### src/rtl/pattern_tx_pkg.sv
// Shared types and default framing constants for the serial frame transmitter.
// The default sync pattern matches what the team's 1011 sequence detectors recognise.
package pattern_tx_pkg;

    typedef enum logic [1:0] {
        IDLE = 2'd0,
        SYNC = 2'd1,
        DATA = 2'd2
    } state_t;

    localparam int              DEF_PAT_W  = 4;
    localparam logic [3:0]      DEF_PAT    = 4'b1011;
    localparam int              DEF_DATA_W = 8;

    // Bit counter width: enough to hold max(a,b)-1, never narrower than one bit.
    function automatic int cnt_width(input int a, input int b);
        int m;
        int w;
        m = (a > b) ? a : b;
        w = $clog2(m);
        return (w < 1) ? 1 : w;
    endfunction

endpackage

### src/rtl/pattern_tx_if.sv
// Start handshake, payload and serial output of the frame transmitter.
// slave is the transmitter side, master is whoever requests frames and watches the line.
interface pattern_tx_if
    import pattern_tx_pkg::*;
#(
    parameter int DATA_W = DEF_DATA_W
) ();

    logic              start;
    logic [DATA_W-1:0] data;
    logic              ready;
    logic              o;
    logic              o_valid;
    logic              done;

    modport master (
        output start,
        output data,
        input  ready,
        input  o,
        input  o_valid,
        input  done
    );

    modport slave (
        input  start,
        input  data,
        output ready,
        output o,
        output o_valid,
        output done
    );

endinterface

### src/rtl/pattern_tx_shreg.sv
// Loadable left-shift register holding {sync pattern, payload}; msb is the bit on the line.
// Zeros are shifted in from the right; they are never transmitted.
module pattern_tx_shreg #(
    parameter int W = 12
) (
    input  logic         clk,
    input  logic         rst_b,
    input  logic         load,
    input  logic         shift,
    input  logic [W-1:0] din,
    output logic         msb
);

    logic [W-1:0] sr_reg;

    // Load has priority so an accept in the done cycle always captures the new frame.
    always_ff @(posedge clk or negedge rst_b) begin
        if (!rst_b) begin
            sr_reg <= '0;
        end else if (load) begin
            sr_reg <= din;
        end else if (shift) begin
            sr_reg <= {sr_reg[W-2:0], 1'b0};
        end
    end

    assign msb = sr_reg[W-1];

endmodule

### src/rtl/pattern_tx.sv
// Serial frame transmitter: on an accepted start, sends PAT then the latched data word,
// both MSB first, one bit per clock, followed by a one-cycle done pulse.
module pattern_tx
    import pattern_tx_pkg::*;
#(
    parameter int               PAT_W    = DEF_PAT_W,
    parameter logic [PAT_W-1:0] PAT      = DEF_PAT,
    parameter int               DATA_W   = DEF_DATA_W,
    parameter logic             IDLE_BIT = 1'b0
) (
    input  logic           clk,
    input  logic           rst_b,
    pattern_tx_if.slave    bus
);

    localparam int FRAME_W = PAT_W + DATA_W;
    localparam int CNT_W   = cnt_width(PAT_W, DATA_W);

    localparam logic [CNT_W-1:0] SYNC_LAST = CNT_W'(PAT_W - 1);
    localparam logic [CNT_W-1:0] DATA_LAST = CNT_W'(DATA_W - 1);

    state_t           state_reg;
    logic [CNT_W-1:0] cnt_reg;
    logic             ready_reg;
    logic             o_valid_reg;
    logic             done_reg;

    logic             sh_load;
    logic             sh_shift;
    logic             sh_msb;

    // The payload is captured only on the accepting edge; later data changes are invisible.
    assign sh_load  = (state_reg == IDLE) && bus.start;
    assign sh_shift = (state_reg != IDLE);

    pattern_tx_shreg #(
        .W (FRAME_W)
    ) u_shreg (
        .clk   (clk),
        .rst_b (rst_b),
        .load  (sh_load),
        .shift (sh_shift),
        .din   ({PAT, bus.data}),
        .msb   (sh_msb)
    );

    // Frame sequencer: counts down the sync bits, then the data bits, then pulses done.
    always_ff @(posedge clk or negedge rst_b) begin
        if (!rst_b) begin
            state_reg   <= IDLE;
            cnt_reg     <= '0;
            ready_reg   <= 1'b1;
            o_valid_reg <= 1'b0;
            done_reg    <= 1'b0;
        end else begin
            done_reg <= 1'b0;
            case (state_reg)
                IDLE: begin
                    if (bus.start) begin
                        state_reg   <= SYNC;
                        cnt_reg     <= SYNC_LAST;
                        ready_reg   <= 1'b0;
                        o_valid_reg <= 1'b1;
                    end
                end
                SYNC: begin
                    if (cnt_reg == '0) begin
                        state_reg <= DATA;
                        cnt_reg   <= DATA_LAST;
                    end else begin
                        cnt_reg <= cnt_reg - CNT_W'(1);
                    end
                end
                DATA: begin
                    if (cnt_reg == '0) begin
                        state_reg   <= IDLE;
                        ready_reg   <= 1'b1;
                        o_valid_reg <= 1'b0;
                        done_reg    <= 1'b1;
                    end else begin
                        cnt_reg <= cnt_reg - CNT_W'(1);
                    end
                end
                default: begin
                    state_reg   <= IDLE;
                    cnt_reg     <= '0;
                    ready_reg   <= 1'b1;
                    o_valid_reg <= 1'b0;
                end
            endcase
        end
    end

    // Line carries the shift-register MSB while framing, otherwise the idle level.
    assign bus.o       = o_valid_reg ? sh_msb : IDLE_BIT;
    assign bus.o_valid = o_valid_reg;
    assign bus.ready   = ready_reg;
    assign bus.done    = done_reg;

endmodule

### src/flat_wrapper.sv
// flat-port wrapper written by rule: the top's interface ports become plain ports
module pattern_tx_flat import pattern_tx_pkg::*;
#(
    parameter int               PAT_W    = DEF_PAT_W,
    parameter logic [PAT_W-1:0] PAT      = DEF_PAT,
    parameter int               DATA_W   = DEF_DATA_W,
    parameter logic             IDLE_BIT = 1'b0
)
  (clk, rst_b, bus_start, bus_data, bus_ready, bus_o, bus_o_valid, bus_done);
  pattern_tx_if #(.DATA_W(DATA_W)) bus_i ();
  input  logic clk;
  input  logic rst_b;
  input wire logic [$bits(bus_i.start)-1:0] bus_start;
  input wire logic [$bits(bus_i.data)-1:0] bus_data;
  output wire logic [$bits(bus_i.ready)-1:0] bus_ready;
  output wire logic [$bits(bus_i.o)-1:0] bus_o;
  output wire logic [$bits(bus_i.o_valid)-1:0] bus_o_valid;
  output wire logic [$bits(bus_i.done)-1:0] bus_done;
  assign bus_i.start = bus_start;
  assign bus_i.data = bus_data;
  assign bus_ready = bus_i.ready;
  assign bus_o = bus_i.o;
  assign bus_o_valid = bus_i.o_valid;
  assign bus_done = bus_i.done;
  pattern_tx #(.PAT_W(PAT_W), .PAT(PAT), .DATA_W(DATA_W), .IDLE_BIT(IDLE_BIT)) u_core (.clk(clk), .rst_b(rst_b), .bus(bus_i));
endmodule
### config.mk
export PLATFORM = sky130hd
export DESIGN_NAME = pattern_tx_flat
export DESIGN_NICKNAME = d
export VERILOG_FILES = /design/src/rtl/pattern_tx_pkg.sv /design/src/rtl/pattern_tx_if.sv /design/src/rtl/pattern_tx_shreg.sv /design/src/rtl/pattern_tx.sv /design/src/flat_wrapper.sv
export SDC_FILE = /design/constraint.sdc
export NUM_CORES = 1
export LEC_CHECK = 0
export BUFFER_PORTS_ARGS = -buffer_cell sky130_fd_sc_hd__buf_2
export CAP_MARGIN = 20
export CORE_AREA = 5 5 48 50
export DETAILED_ROUTE_END_ITERATION = 12
export DIE_AREA = 0 0 53 55
export GPL_TIMING_DRIVEN = 0
export PLACE_DENSITY = 0.78
export SETUP_SLACK_MARGIN = 0.15
export SYNTH_ARGS = -nofsm -noshare
export SYNTH_HDL_FRONTEND = slang
export SYNTH_SLANG_ARGS = --single-unit
### constraint.sdc
create_clock -name clk -period 2.84 [get_ports clk]
set_input_delay 0.568 -clock clk [delete_from_list [all_inputs] [get_ports clk]]
set_output_delay 0.568 -clock clk [all_outputs]
set_load 0.05 [all_outputs]
Word level (Yosys, flattened, before mapping):

Index checks and enable logic that the tools add are counted.

* bits in latches: 0
* RAM bits: 0
* ROM bits: 0
* memories kept: 0
* logic and storage cells: 41
* output and inout port bits: 4
* register bits: 20

* $mul: 0
* add/subtract/negate cells: 1
* shifts and indexed selects: 0
* div/mod/pow operators: 0
* equal/unequal tests: 6
* multiplexer cells: 19
* bitwise logic cells: 1
* reduce and logical (&&, ||, !) cells: 8
* magnitude comparators: 0

Operator list (count)
* $mux W12: 2
* $mux W3: 3
* $pmux W3 S3: 1
* $mux W1: 7
* $mux W2: 3
* $pmux W1 S3: 2
* $pmux W2 S3: 1
* $reduce_and A3 Y1: 2
* $ne A2 B1 Y1 const B: 2
* $ne A2 B2 Y1 const B: 2
* $reduce_bool A2 Y1: 2
* $logic_not A3 Y1: 1
* $sub A3 B1 Y3 const B: 1
* $eq A2 B1 Y1 const B: 1
* $eq A2 B2 Y1 const B: 1
* $logic_not A2 Y1: 1
* $reduce_and A2 Y1: 1
* $logic_and A1 B1 Y1: 1
* $not A1 Y1: 1

Logic depth before layout (Yosys ltp):

* depth in word-level cells: 3
* depth in mapped cells: 6

Cells and area by module:

Synthesis repeated with hierarchy kept, for this count alone.

* cell total of the unflattened synthesis: 101
* area total of the unflattened synthesis: 1036.0 sq um

Modules (own cells, without submodules)
* pattern_tx_shreg: times used 1, seq. area each 300.3 sq um, cells an instance 51, area each 546.8 sq um
* pattern_tx: times used 1, seq. area each 201.4 sq um, cells an instance 50, area each 489.2 sq um

Least setup slack after synthesis:

Ideal clock, no wire load.

* kind: reg2out
* from: reg u_core.o_valid_reg (netlist: u_core.bus.o_valid)
* to: out bus_o
* cell stages (with the launch flop): 2
* buffers on the path: 0
* required time: 2.272 ns
* slack: 1.138 ns
* arrival: 1.134 ns
* cells stage by stage: dfrtp_1 > and2_1

* longest elaborated chain between the ends: 1

RTL lines
* start: declaration: line pattern_tx.sv:25 `logic o_valid_reg;`
* start signal: assignment: line pattern_tx.sv:53 `o_valid_reg <= 1'b0;`
* start signal: assignment: line pattern_tx.sv:63 `o_valid_reg <= 1'b1;`
* start signal: assignment: line pattern_tx.sv:78 `o_valid_reg <= 1'b0;`
* $mux W1: line pattern_tx.sv:95 `assign bus.o = o_valid_reg ? sh_msb : IDLE_BIT;`
* end: declaration: line flat_wrapper.sv:16 `output wire logic [$bits(bus_i.o)-1:0] bus_o;`

Every way passes these cells.

Final worst setup path:

* from: reg u_core.ready_reg (netlist: u_core.bus.ready)
* to: out bus_ready

RTL lines
* start: declaration: line pattern_tx.sv:24 `logic ready_reg;`
* start signal: assignment: line pattern_tx.sv:52 `ready_reg <= 1'b1;`
* start signal: assignment: line pattern_tx.sv:62 `ready_reg <= 1'b0;`
* start signal: assignment: line pattern_tx.sv:77 `ready_reg <= 1'b1;`
* end: declaration: line flat_wrapper.sv:15 `output wire logic [$bits(bus_i.ready)-1:0] bus_ready;`

No word-level cell between the ends.

==> metrics.sh <==
N_FILL_CELL=177
YS_WARN_COUNT=0
POST-CTS-SETUP-BUFFER-COUNT=0
WORST_PIN_SLEW_NS=0.441
SYNTH.AREA.TOP_CELLS='dfrtp_1 47%, mux2i_1 9.9%, o21ai_0 6.5%'
FINAL.SETUP_SKEW_NS=0.000565
POST_CTS_RESIZE_COUNT=0
IR_DROP_mV=0.603
DP_HPWL_UM=1290
WORST_PATH_DOMINANT_CELL_FAMILY='flip-flops'
SYNTH_TOP_CELL_BY_AREA='dfrtp_1'
OUTCOME='finished clean'
GRT_UTIL_ALL_LAYERS_PCT=14.9
LAYOUT.CELLS.NON_FILLER=141
GRT_PASS1_WL_UM=3180
IO-PIN-COUNT=15
SYNTH_SEQ_AREA_SHARE_PCT=49.8
DIE_HEIGHT_UM=55
POST_ROUTE_CELLS_DRIVE_ABOVE_1_SHARE_PCT=28.9
WORST_EP_REQUIRED_TIME_NS=2.27
CELLPOWERDENSITY_mW_PER_MM2=1090
CP_NUM_BUF_INV=1
SLEW-LIMIT-HEADROOM_PCT=70.6
FIRST_PASS_ITERS=4
CTS.SINK_COUNT=20
FP.DIEW_UM=53
TOTAL_LEAKAGE_POWER_uW=0.000571
CRIT_PATH_MAX_INCR_DELAY_NS=0.55
ROUTED_WIRE_LENGTH_PER_INSTANCE_UM=12.5
DESIGN.DIE.AREA_MM2=0.00292
CAP_VIOL_MAX_COUNT=0
BUFFERS_ON_PORTS=13
CORE-AREA_MM2=0.00186
ANT_NETS=0
WORST-SETUP-PATH-TYPE='register to output port'
SYNTH_CELLS=97
CLOCK_PATH_BUFFERS=2
UNREPAIRED_SETUP_ENDPOINTS_AFTER_GLOBAL_ROUTING='false'
MAX_CLOCK_FREQ_MHz=599
DETAIL_ROUTE.WIRELENGTH_UM=1760
HOLD_PATH_CLASS='primary input to asynchronous set/reset pin'
LARGEST_REG_FLOPS=12
DRC=0
CRITICAL_PATH_PEAK_FANOUT=3
POST-ROUTE-PERIOD-UTIL_PCT=58.8
GLOBALPLACE.CONGESTION=0.745
TIMING.CRITICAL_PATH.ARRIVAL_NS=1.10
ROUTE.DETAILED.VIAS_PER_INST=5.23
CTS-ROOT-BUF='clkbuf_4'
DP.CELLS=137
SYNTH_AREA_MM2=0.00101
CP_CAPTURE_TYPE='output port'
TRITONCTS.NUM_BUFFERS=3
LAYOUT_COMMON_CELLS='19 x buf_2, 19 x dfrtp_1, 13 x o21ai_0, 12 x nand2_1, 10 x mux2i_1'
CRITICAL-PATH-SLOWEST-CELL='dfstp_2'
OVERFLOW=0
CTS_HOLD_BUF=0
AREA_GROWTH_SYN_TO_LAYOUT_PCT=13.4
CP_CELL_SEQUENCE='buf_2'
STARTPOINT_TYPE='register'
POWER_uW=1240
DRT_ITER0_DRC=18
START_UTIL_PCT=54.2
ANTENNA_CELLS=0
VIAS=738
FINISH.NET_COUNT=128
NUMBER_OF_ANTENNA_VIOLATIONS_AT_THE_FIRST_CHECK_IN_GLOBAL_ROUTING=0
FIN_TNS_SETUP_NS=0
HTREE_LEVELS=1
INSERTION_DELAY_NS=0.29
GRT_MAX_DEGREE=21
GRT_PASS1_VIAS=779
HOLD_VIOL=0
POST_LAYOUT_MINIMUM_CYCLE_TIME_NS=1.67
SYN-MEAN-INSTANCE-AREA_UM2=10.4
SYNTH_TOP_AREA_SHARE_PCT=47.1
CLK_PIN_SLEW_NS=0.10
FP-ROW-COUNT=16
TRITONCTS_CLOCK_TREE='yes'
RRSETUPSLACK_NS=1.23
YS_SEQ_ELEMENTS=20
MAPPEDNETLISTNETS=110
YOSYSUNIQUECELLTYPES=26
SETUP_VIOL=0
FINAL-MAX-SLEW-VIOLATION-COUNT=0
## routing by layer
metal  share of wire (%)  up-vias  wire length [um]  track usage [%]
li1                    -      367                 -                -
met1                  45      357               787             17.4
met2                  50       12               888             26.7
met3                 4.0        2                70             3.22
met4                0.96        0                17             6.38
met5                   0        -                 0                0
## kinds of logic after synthesis
group,after synthesis,share of synthesized area [%]
and+or+nand+nor,29,14.8
AOI/OAI and AO/OA,23,14.9
adders and majority gates,2,2.48
buffers and inverters,12,6.70
muxes,11,11.4
DFF,20,49.8
## cell usage after synthesis
library cell	instances
buf_2	6
o22a_1	1
mux2i_1	10
dfrtp_1	19
and3_1	1
nand2b_1	2
nand2_1	12
buf_6	2
a211o_2	1
inv_1	4
and2_1	1
a221oi_2	2
nand3b_1	1
or2_1	1
dfstp_2	1
nor3_1	2
o22ai_1	2
a21oi_1	3
ha_1	2
nor2_1	6
nor2b_1	1
o21ai_0	13
nand2b_4	1
mux2_4	1
a21o_2	1
and4bb_2	1
## final timing paths
check                                           end  cells past startpoint                      from
setup / recovery                          bus_ready                      1          u_core.bus.ready
setup reg to reg                  u_core.cnt_reg[1]                      6         u_core.cnt_reg[0]
max in group asynchronous          u_core.bus.ready                      1                     rst_b
min in group clk           u_core.u_shreg.sr_reg[9]                      2  u_core.u_shreg.sr_reg[8]
hold / removal                    u_core.cnt_reg[2]                      1                     rst_b
hold reg to reg            u_core.u_shreg.sr_reg[9]                      2  u_core.u_shreg.sr_reg[8]
## per-stage QoR
| step | util, % | worst slack (ns) | cell area, um2 | hold slack [ns] |
|---|---|---|---|---|
| after detailed placement | 59.5 | 1.24 | 1110 | 0.475 |
| after global placement | 59.5 | 1.28 | 1110 | 0.461 |
| after CTS | 61.4 | 1.15 | 1140 | 0.202 |
| after floorplan | - | 1.14 | 1010 | 0.272 |
| after global routing | 61.4 | 1.13 | 1140 | 0.219 |
| final | 61.4 | 1.17 | 1140 | 0.201 |
## report_power, final
group	internal, uW	total (uW)	switching (uW)
clock	78.1	159	81.1
combinational	266	602	336
sequential	410	480	70.1
total	754	1240	487
## layout make-up
cell class                      instances  area (um2)  share of cell area [%]
Buffer                                  8        52.6                    4.60
Clock buffer                            4        36.3                    3.17
Inverter                                4        15.0                    1.31
Multi-Input combinational cell         65         439                    38.4
Sequential cell                        20         502                    43.9
Tap cell                               27        33.8                    2.95
Timing Repair Buffer                   13        65.1                    5.69
Note: power is estimated with default switching activity, not from simulation.
